--- src/rtl/ram_port_arbiter.sv ---
// Two-requester arbiter in front of a single-port RAM with a one-cycle-later ack.
// Define ARB_RR_EN for round-robin arbitration; otherwise requester A has fixed priority.
//
// state | meaning
// IDLE  | no access in flight, arbitrate and latch the winner's command
// ISSUE | one-cycle RAM enable with the latched command
// WAIT  | waiting for ram_ack, read data captured when it arrives
// DONE  | one-cycle ack pulse to the winner
module ram_port_arbiter #(
    parameter int ADDR_W = 8,
    parameter int DATA_W = 32
) (
    input  logic              clk,
    input  logic              rst_n,
    input  logic              a_req,
    input  logic              a_we,
    input  logic [ADDR_W-1:0] a_addr,
    input  logic [DATA_W-1:0] a_wdata,
    output logic [DATA_W-1:0] a_rdata,
    output logic              a_ack,
    input  logic              b_req,
    input  logic              b_we,
    input  logic [ADDR_W-1:0] b_addr,
    input  logic [DATA_W-1:0] b_wdata,
    output logic [DATA_W-1:0] b_rdata,
    output logic              b_ack,
    output logic              ram_en,
    output logic              ram_we,
    output logic [ADDR_W-1:0] ram_addr,
    output logic [DATA_W-1:0] ram_di,
    input  logic [DATA_W-1:0] ram_do,
    input  logic              ram_ack,
    output logic              busy,
    output logic              owner
);

    typedef enum logic [1:0] {IDLE, ISSUE, WAIT, DONE} state_t;

    state_t              state, state_nxt;
    logic                grant_b;
    logic                owner_q;
    logic                cmd_we;
    logic [ADDR_W-1:0]   cmd_addr;
    logic [DATA_W-1:0]   cmd_wdata;

`ifdef ARB_RR_EN
    // On contention the requester that did not win last time goes next.
    assign grant_b = (a_req && b_req) ? ~owner_q : b_req;
`else
    assign grant_b = ~a_req;
`endif

    assign owner = owner_q;

    always_ff @(posedge clk) begin
        if (!rst_n) begin
            state <= IDLE;
        end else begin
            state <= state_nxt;
        end
    end

    always_comb begin
        state_nxt = state;
        ram_en    = 1'b0;
        ram_we    = 1'b0;
        ram_addr  = '0;
        ram_di    = '0;
        a_ack     = 1'b0;
        b_ack     = 1'b0;
        busy      = 1'b1;
        case (state)
            IDLE: begin
                busy = 1'b0;
                if (a_req || b_req) begin
                    state_nxt = ISSUE;
                end
            end
            ISSUE: begin
                ram_en    = 1'b1;
                ram_we    = cmd_we;
                ram_addr  = cmd_addr;
                ram_di    = cmd_wdata;
                state_nxt = WAIT;
            end
            WAIT: begin
                if (ram_ack) begin
                    state_nxt = DONE;
                end
            end
            DONE: begin
                a_ack     = ~owner_q;
                b_ack     = owner_q;
                state_nxt = IDLE;
            end
            default: state_nxt = IDLE;
        endcase
    end

    // Command is frozen at grant so requester changes mid-access are ignored.
    always_ff @(posedge clk) begin
        if (!rst_n) begin
            owner_q   <= 1'b1;
            cmd_we    <= 1'b0;
            cmd_addr  <= '0;
            cmd_wdata <= '0;
            a_rdata   <= '0;
            b_rdata   <= '0;
        end else begin
            if (state == IDLE && (a_req || b_req)) begin
                owner_q <= grant_b;
                if (grant_b) begin
                    cmd_we    <= b_we;
                    cmd_addr  <= b_addr;
                    cmd_wdata <= b_wdata;
                end else begin
                    cmd_we    <= a_we;
                    cmd_addr  <= a_addr;
                    cmd_wdata <= a_wdata;
                end
            end
            if (state == WAIT && ram_ack) begin
                if (owner_q) begin
                    b_rdata <= ram_do;
                end else begin
                    a_rdata <= ram_do;
                end
            end
        end
    end

endmodule

--- config.mk ---
export PLATFORM = sky130hd
export DESIGN_NAME = ram_port_arbiter
export DESIGN_NICKNAME = d
export VERILOG_FILES = /design/src/rtl/ram_port_arbiter.sv
export SDC_FILE = /design/constraint.sdc
export NUM_CORES = 1
export LEC_CHECK = 0
export CELL_PAD_IN_SITES_DETAIL_PLACEMENT = 1
export CELL_PAD_IN_SITES_GLOBAL_PLACEMENT = 1
export CORE_UTILIZATION = 29
export DETAILED_ROUTE_END_ITERATION = 12
export GPL_TIMING_DRIVEN = 0
export PLACE_DENSITY = 0.9
export SYNTH_ARGS = -nofsm -noshare
export SYNTH_HDL_FRONTEND = slang
export SYNTH_SLANG_ARGS = --single-unit
--- constraint.sdc ---
create_clock -name clk -period 1.73 [get_ports clk]
set_input_delay 0.2595 -clock clk [delete_from_list [all_inputs] [get_ports clk]]
set_output_delay 0.2595 -clock clk [all_outputs]
set_load 0.005 [all_outputs]
=== Word-level counts from Yosys, hierarchy flattened ===
Index checks and enable logic that the tools add are counted.

* Word-level logic and storage cells: 34
* Bits in registers: 108
* Output and inout bits: 110
* Input port bits: 119

* Equality and inequality tests: 5
* Muxes and demuxes: 13
* Reduce and logical (&&, ||, !) cells: 7
* Bitwise logic cells: 2

{| class="wikitable"
|+ Operators by type and width
! cell !! count
|-
| 32-bit two-way mux || 2
|-
| 8-bit two-way mux || 2
|-
| 2-bit one-hot mux with 4 select lines || 1
|-
| 1-bit two-way mux || 6
|-
| 2-bit AND reduction || 3
|-
| 2-bit equality test (second input constant) || 2
|-
| 2-bit two-way mux || 2
|-
| 2-bit by 1-bit equality test with 1-bit output (second input constant) || 1
|-
| 1-bit logical AND || 2
|-
| 2-bit logical NOT || 1
|-
| 2-bit by 1-bit != test with 1-bit output (second input constant) || 1
|-
| 2-bit != test (second input constant) || 1
|-
| 1-bit inverter || 2
|-
| 1-bit logical OR || 1
|}

=== Logic depth before layout (Yosys ltp) ===
Gate-level depths: netlist of the first run.

* Depth in word-level cells: 3
* Mapped depth: 7
* Mapped depth without buffers: 5

=== Least setup slack after synthesis of the first run ===
Ideal clock, no wire load.

* Path kind: register -> register
* From: register state[0]
* To: register b_rdata[12]
* Setup slack: 0.345 ns
* Stages on the path, launching flop included: 7
* Period minus slack after synthesis: 1.385 ns
* Data required time: 1.654 ns
* Arrival: 1.309 ns
* Setup time: 0.076 ns
* Buffers on the path: 1
* Path through: dfxtp_1 inv_1 ha_1 nand3_1 clkbuf_1 nand2_1 a21boi_0

* Longest elaborated chain between the ends: 3

{| class="wikitable"
|+ RTL lines
! what !! RTL line !! text
|-
| from (decl) || 39 || <nowiki>state_t state, state_nxt;</nowiki>
|-
| from (signal assigned) || 59 || <nowiki>state <= state_nxt;</nowiki>
|-
| 2-bit equality test || 122 || <nowiki>if (state == WAIT && ram_ack) begin</nowiki>
|-
| 1-bit logical AND || 122 ||
|-
| 2-bit AND reduction (no line) || -- ||
|-
| to (signal assigned) || 124 || <nowiki>b_rdata <= ram_do;</nowiki>
|-
| to (decl) || 25 || <nowiki>output logic [DATA_W-1:0] b_rdata,</nowiki>
|}

Every way passes these cells.
A chain may end at the register's enable or synchronous reset.

=== Final worst setup path of the first run ===
* From: register state[1]
* To: output port ram_di[0]

* Longest elaborated chain between the ends: 2

{| class="wikitable"
|+ RTL lines
! what !! RTL line !! text
|-
| 2-bit by 1-bit equality test with 1-bit output || 72 || <nowiki>case (state)</nowiki>
|-
| 32-bit two-way mux || 72 ||
|-
| to (decl) || 30 || <nowiki>output logic [DATA_W-1:0] ram_di,</nowiki>
|}

Every way passes these cells.

==> impl_metrics.toml, run 1 <==
[setup_path]
cp_data_required_time_ns = 1.47
cp.depth = 7
crit_type = "reg2out"
r2r_cells = 9
crit_end = "ram_di[0]"
end_kind = "primary output"
reg2reg_to = "cmd_wdata[1]"
startpoint = "state[1]"
path_common_cell = "buf_6"
rrSetupSlack_ns = 0.14
cp_cell_sequence = "inv_2 -> ha_4 -> clkbuf_16 -> buf_12 -> buf_6 -> and2_4 -> buf_6"
cpLargestDelayFamily = "buffers and inverters"
crit_buf_inv = 5
cp-start-kind = "flip-flop"
critPathMaxStageDelay_ns = 0.34
critPathArrivalTime_ns = 1.55
crit_fanout = 4
reg2reg_from = "state[1]"
cp_slowest_cell = "dfxtp_2"

[sta]
finalSetupViolCount = 23
slew_violations = 0
timing.fmax_mhz = 551.4
setup_ws_ns = -0.08348
slew_headroom_pct = 61.37
finalSetupTns_ns = -1.392
fin_crit_sh_pct = 104.8
min_period_ns = 1.813
worstMarginPinSlew_ns = 0.5795
fin_skew_ns = 0.005532
rsz0062_at_grt = "yes"
hold_viol = 0

[global_route]
grt_pass1_vias = 5088
overflow = 0
antenna_found_initial = 0
grt_max_degree = 20
grt_usage_pct = 20.60
grt_pass1_wl_mm = 27.69

[logic_synthesis]
netlist_area_mm2 = 0.004838
synth.top_cell.area_share_pct = 44.69
ys_ff_latch = 108
synth_nets = 658
ys_seq_area_share_pct = 44.69
yosysTopAreaCell = "dfxtp_1"
postSynthAreaPerCell_um2 = 9.061
postSynthCellCount = 534
async_reset_ff_share_pct = 0
synth_common_cells = "171 x nand2_1, 108 x dfxtp_1, 42 x and2_1, 42 x mux2i_1, 41 x o211a_1"
synth.top_cells.by_area = "dfxtp_1 45%, nand2_1 13%, mux2i_1 8.7%"
yosysWarnings = 0
yosysMostFrequentCell = "nand2_1"
synthDistinctLibCells = 24
synth_edf_count = 0
ys.flop_type = "dfxtp_1"

[power]
p_per_area_mw_per_mm2 = 1150
power_frac_comb_pct = 41.1
p_sw_mw = 2.877
swShare_pct = 30.77
p_int_mw = 6.474
fin_total_pwr_mw = 9.352
p_leak_nw = 3.562
clock_power_share_pct = 24.8
irDropWorstVdd_mv = 0.5372
seqPwrFrac_pct = 34.1

[cells_and_area]
multi_input_area_mm2 = 0.002482
area_delta_synth_final_pct = 68.09
stdcell_area_mm2 = 0.008133
regArea_mm2 = 0.002167
layout-drive-gt1-share_pct = 19.62
diodes = 0
fin_nets = 914
num-fill-cells = 1804
stdcell_count = 1011

[route]
drtIter0Drc = 108
vias = 4721
drc = 0
avgRoutedWirePerCell_um = 17.01
dr.pass1.iters = 4
routed_wl_mm = 17.20
drt-vias-per-instance = 4.670
detail-route-antenna-nets = 0

[run]
drv_cap = 0

[placed_design]
placed_area_mm2 = 0.007371
port_buffers = 226
routabilityCongestion = 0.7677
detailedPlace.worstSlack_ns = -0.5381
dp.cells = 976
hpwl_mm = 13.05

[clock_tree]
cts.path.max_buffers = 2
cts_root_buf = "clkbuf_16"
clkSinkCount = 108
worstSkewPairLatency_ns = 0.35
htree_levels = 3
clk_pin_slew_ns = 0.08
cts_tree = "done"
numCtsBuffers = 9

[worst_hold_path]
min_path_type = "in2reg"

[die]
fp.dieH_um = 131.2
die_x_um = 131.2
start_util_pct = 30.13
fp.coreArea_mm2 = 0.01606
ios = 229
die-area_mm2 = 0.01720
rows = 46

[status]
violations = "setup timing"
status = "finished with violations"
==> area by class of cell <==
class | instances | share of cell area (%)
plain buffers | 44 | 4.431
clock buffers | 9 | 2.769
clock inverters | 7 | 1.369
inverters | 4 | 0.1846
multi-input cells | 378 | 30.52
flip-flops and latches | 108 | 26.65
well taps | 216 | 3.323
repair buffers | 245 | 30.75
==> placed cells by master (no fill, tap or decap), drive strengths merged, types with 3 or more instances in the layout <==
cell type      netlist  routed
a21boi              64      64
and2                43      43
buf                 28      88
clkbuf              16      25
clkdlybuf4s50        0     181
dfxtp              108     108
dlygate4sd2          0       3
ha                   5       5
inv                  4       5
mux2i               42      42
nand2              171     171
o211a               41      41
==> state kept, by name (all words and copies together), names as in the netlist <==
| name | count |
|---|---|
| cmd_wdata | 32 |
| b_rdata | 32 |
| cmd_we | 1 |
| owner | 1 |
| cmd_addr | 8 |
| a_rdata | 32 |
| state | 2 |
==> logic make-up after synthesis <==
| kind of cell | share of synthesized area [%] |
|---|---|
| multiplexers | 8.689 |
| flip-flops | 44.69 |
| buffers and inverters | 6.439 |
| AO/OA/AOI/OAI | 19.21 |
| AND/OR/NAND/NOR | 19.68 |
| adder cells (fa/ha/maj) | 1.293 |
==> power groups by stage <==
stage	combinational, mW	sequential [mW]	clock (mW)
5_1_grt	4.18	3.24	2.48
4_1_cts	3.68	3.17	2.39
6_report	3.84	3.19	2.32
2_1_floorplan	1.57	3.14	0
3_3_place_gp	2.90	3.18	0
3_5_place_dp	2.97	3.21	0
==> layer usage <==
metal	global-route usage, %	routed length, µm	vias to the layer above
met5	0	0	-
met4	5.686	183	0
met3	5.864	1335	10
met2	38.09	8825	175
met1	22.71	6852	2246
li1	-	-	2290
==> worst register-to-register path: cells and delay by family, from the launching register on <==
kind / cells / cell delay, ns
AOI/OAI and AO/OA: 2 / 0.27
adders and majority gates: 1 / 0.20
buffers and inverters: 5 / 0.61
DFF: 1 / 0.33
and+or+nand+nor: 1 / 0.07
==> stage by stage <==
stage          hold slack, ns  util [%]
6_report               0.4190     50.65
5_1_grt                0.4604     50.65
4_1_cts                0.3986     49.68
3_5_place_dp           0.4457     45.90
3_3_place_gp           0.4399     45.90
2_1_floorplan          0.3943         -
==> worst min path at each step <==
stage                           start  slack, ns       endpoint  depth (start not counted)
after floorplan             ram_do[0]       0.39     a_rdata[0]                          2
after global placement    a_rdata[23]       0.44    a_rdata[23]                          2
after detailed placement   b_rdata[8]       0.45     b_rdata[8]                          2
after CTS                       a_req       0.40  cmd_wdata[31]                          4
after global routing            a_req       0.46  cmd_wdata[31]                          4
final                           a_req       0.42  cmd_wdata[31]                          4
==> repair_timing <==
| item | CTS | global route |
|---|---|---|
| gates resized for setup | 244 | 50 |
| endpoints found under the setup margin | 75 | 98 |
| setup buffers | 16 | 2 |
| cloned | 3 | 0 |
| hold buffers | 0 | 0 |
| pin swaps | 20 | 16 |
Power figures use the tool's default switching activity.
==> run 2: changes to the inputs <==
--- a/config.mk
+++ b/config.mk
@@ -11,6 +11,7 @@
 export DETAILED_ROUTE_END_ITERATION = 12
 export GPL_TIMING_DRIVEN = 0
 export PLACE_DENSITY = 0.9
+export SETUP_SLACK_MARGIN = 0.15
 export SYNTH_ARGS = -nofsm -noshare
 export SYNTH_HDL_FRONTEND = slang
 export SYNTH_SLANG_ARGS = --single-unit
==> run 2 against run 1 <==
Combinational power grew 6.3%. The run still ends with setup timing left. Global-route usage is the same. Power grew 2.6%.
==> impl_metrics.toml, run 2 (synthesis results as in run 1) <==
[setup_path]
cp_slowest_cell = "dfxtp_2"
critPathArrivalTime_ns = 1.55
critPathMaxStageDelay_ns = 0.34
crit_type = "reg2out"
cp_cell_sequence = "inv_2 -> ha_4 -> clkbuf_16 -> buf_8 -> buf_6 -> and2_4 -> buf_6"
end_kind = "primary output"
path_common_cell = "buf_6"
r2r_cells = 8
rrSetupSlack_ns = 0.16
crit_fanout = 5
cp_data_required_time_ns = 1.47
cpLargestDelayFamily = "buffers and inverters"
crit_buf_inv = 5
cp-start-kind = "flip-flop"
reg2reg_to = "cmd_wdata[23]"
reg2reg_from = "state[1]"

[clock_tree]
holdBufCountCts = 0
worstSkewPairLatency_ns = 0.35
numCtsBuffers = 9
clkSinkCount = 108
cts.path.max_buffers = 2
cts_tree = "done"
clk_pin_slew_ns = 0.08
cts_root_buf = "clkbuf_16"
htree_levels = 3

[global_route]
grt_pass1_wl_mm = 27.66
overflow = 0
grt_max_degree = 20
grt_usage_pct = 20.60
antenna_found_initial = 0
grt_pass1_vias = 5065

[route]
drtIter0Drc = 135
dr.pass1.iters = 4
detail-route-antenna-nets = 0
drt-vias-per-instance = 4.715
vias = 4757
drc = 0
routed_wl_mm = 17.38
avgRoutedWirePerCell_um = 17.23

[status]
status = "finished with violations"
violations = "setup timing"

[cells_and_area]
num-fill-cells = 1801
diodes = 0
layout-drive-gt1-share_pct = 21.82
mostFrequentLayoutCells = "181 x clkdlybuf4s50_1, 155 x nand2_1, 105 x dfxtp_1, 49 x buf_6, 42 x mux2i_1"
stdcell_count = 1009
final_common_cell = "clkdlybuf4s50_1"
multi_input_area_mm2 = 0.002537
regArea_mm2 = 0.002171
fin_nets = 912
reg_top3 = "a_rdata x32, b_rdata x32, cmd_wdata x32"
area_delta_synth_final_pct = 69.98

[power]
p_leak_nw = 3.580
irDropWorstVdd_mv = 0.5329
p_per_area_mw_per_mm2 = 1166

[worst_hold_path]
whs_path_depth = 4
worstHoldStart = "a_req"
min_path_type = "in2reg"
whs_endpoint = "cmd_wdata[31]"

[placed_design]
dp.cells = 976
routabilityCongestion = 0.7677
detailedPlace.worstSlack_ns = -0.5381
port_buffers = 226
hpwl_mm = 13.05

[die]
start_util_pct = 30.13
fp.dieH_um = 131.2
die-area_mm2 = 0.01720
fp.coreArea_mm2 = 0.01606
die_x_um = 131.2
ios = 229
rows = 46

[sta]
fin_crit_sh_pct = 104.8
slew_headroom_pct = 61.36
hold_viol = 0
holdWs_ns = 0.4193
timing.fmax_mhz = 551.6
slew_violations = 0
setup_ws_ns = -0.08279
finalSetupViolCount = 20
fin_skew_ns = 0.005540
worstMarginPinSlew_ns = 0.5796
rsz0062_at_grt = "yes"
min_period_ns = 1.813

[run]
drv_cap = 0
-- run 2: changes by cell type in the layout (fill, tap and decap cells not counted), sizes merged --
cell,delta
clkdlybuf4s15,-1
dlygate4sd2,-1
-- run 2: how the worst max path moves through the flow --
stage / endpoint / slack (ns) / depth (start not counted) / from
floorplan: b_rdata[12] / 0.35 / 6 / state[0]
global placement: ram_addr[7] / -0.57 / 5 / state[1]
detailed placement: ram_addr[7] / -0.54 / 5 / state[1]
CTS: ram_di[13] / -0.13 / 7 / state[1]
global route: ram_addr[7] / -0.14 / 7 / state[1]
finish: ram_addr[7] / -0.08 / 7 / state[1]
-- run 2: final cells by class --
type,count,share of cell area (%)
Buffer,44,5.218
Tap cell,216,3.286
Clock buffer,9,2.738
Sequential cell,108,26.40
Timing Repair Buffer,243,29.97
Clock inverter,7,1.354
Multi-Input combinational cell,378,30.85
Inverter,4,0.1826
-- run 2: timing repair --
action                     CTS  global route
setup endpoints to repair  106           101
gates cloned                 3             0
buffers inserted            10             4
resized for setup          263            77
hold endpoints to repair     0             0
pin swaps                   39             8
-- run 2: per-stage QoR --
stage | TNS [ns] | area [µm²] | power, mW | util [%]
after floorplan | 0 | 4838 | 4.711 | -
after global placement | -16.75 | 7371 | 6.081 | 45.90
after detailed placement | -17.53 | 7371 | 6.182 | 45.90
after CTS | -1.635 | 7976 | 9.204 | 49.67
after global routing | -2.424 | 8224 | 10.15 | 51.22
final | -1.217 | 8224 | 9.592 | 51.22
-- run 2: metal layers --
layer | vias to the layer above | part of all wire (%) | GRT usage [%]
met2 | 191 | 52 | 38.24
li1 | 2285 | - | -
met3 | 12 | 7.6 | 5.748
met4 | 0 | 1.1 | 5.686
met1 | 2269 | 40 | 22.66
met5 | - | 0 | 0
-- run 2: worst reg2reg max path: stages, from the launching register on --
cell and delay, ns:
dfxtp_2 0.34, inv_2 0.05, buf_4 0.13, buf_6 0.11, ha_4 0.17, o21a_1 0.13
buf_12 0.17, buf_8 0.14, o211a_1 0.23
-- run 2: power breakdown --
part / switching, mW / leakage, nW / internal, mW
clock network: 1.03 / 0.157 / 1.30
registers: 0.258 / 0.883 / 2.93
logic: 1.69 / 2.54 / 2.39
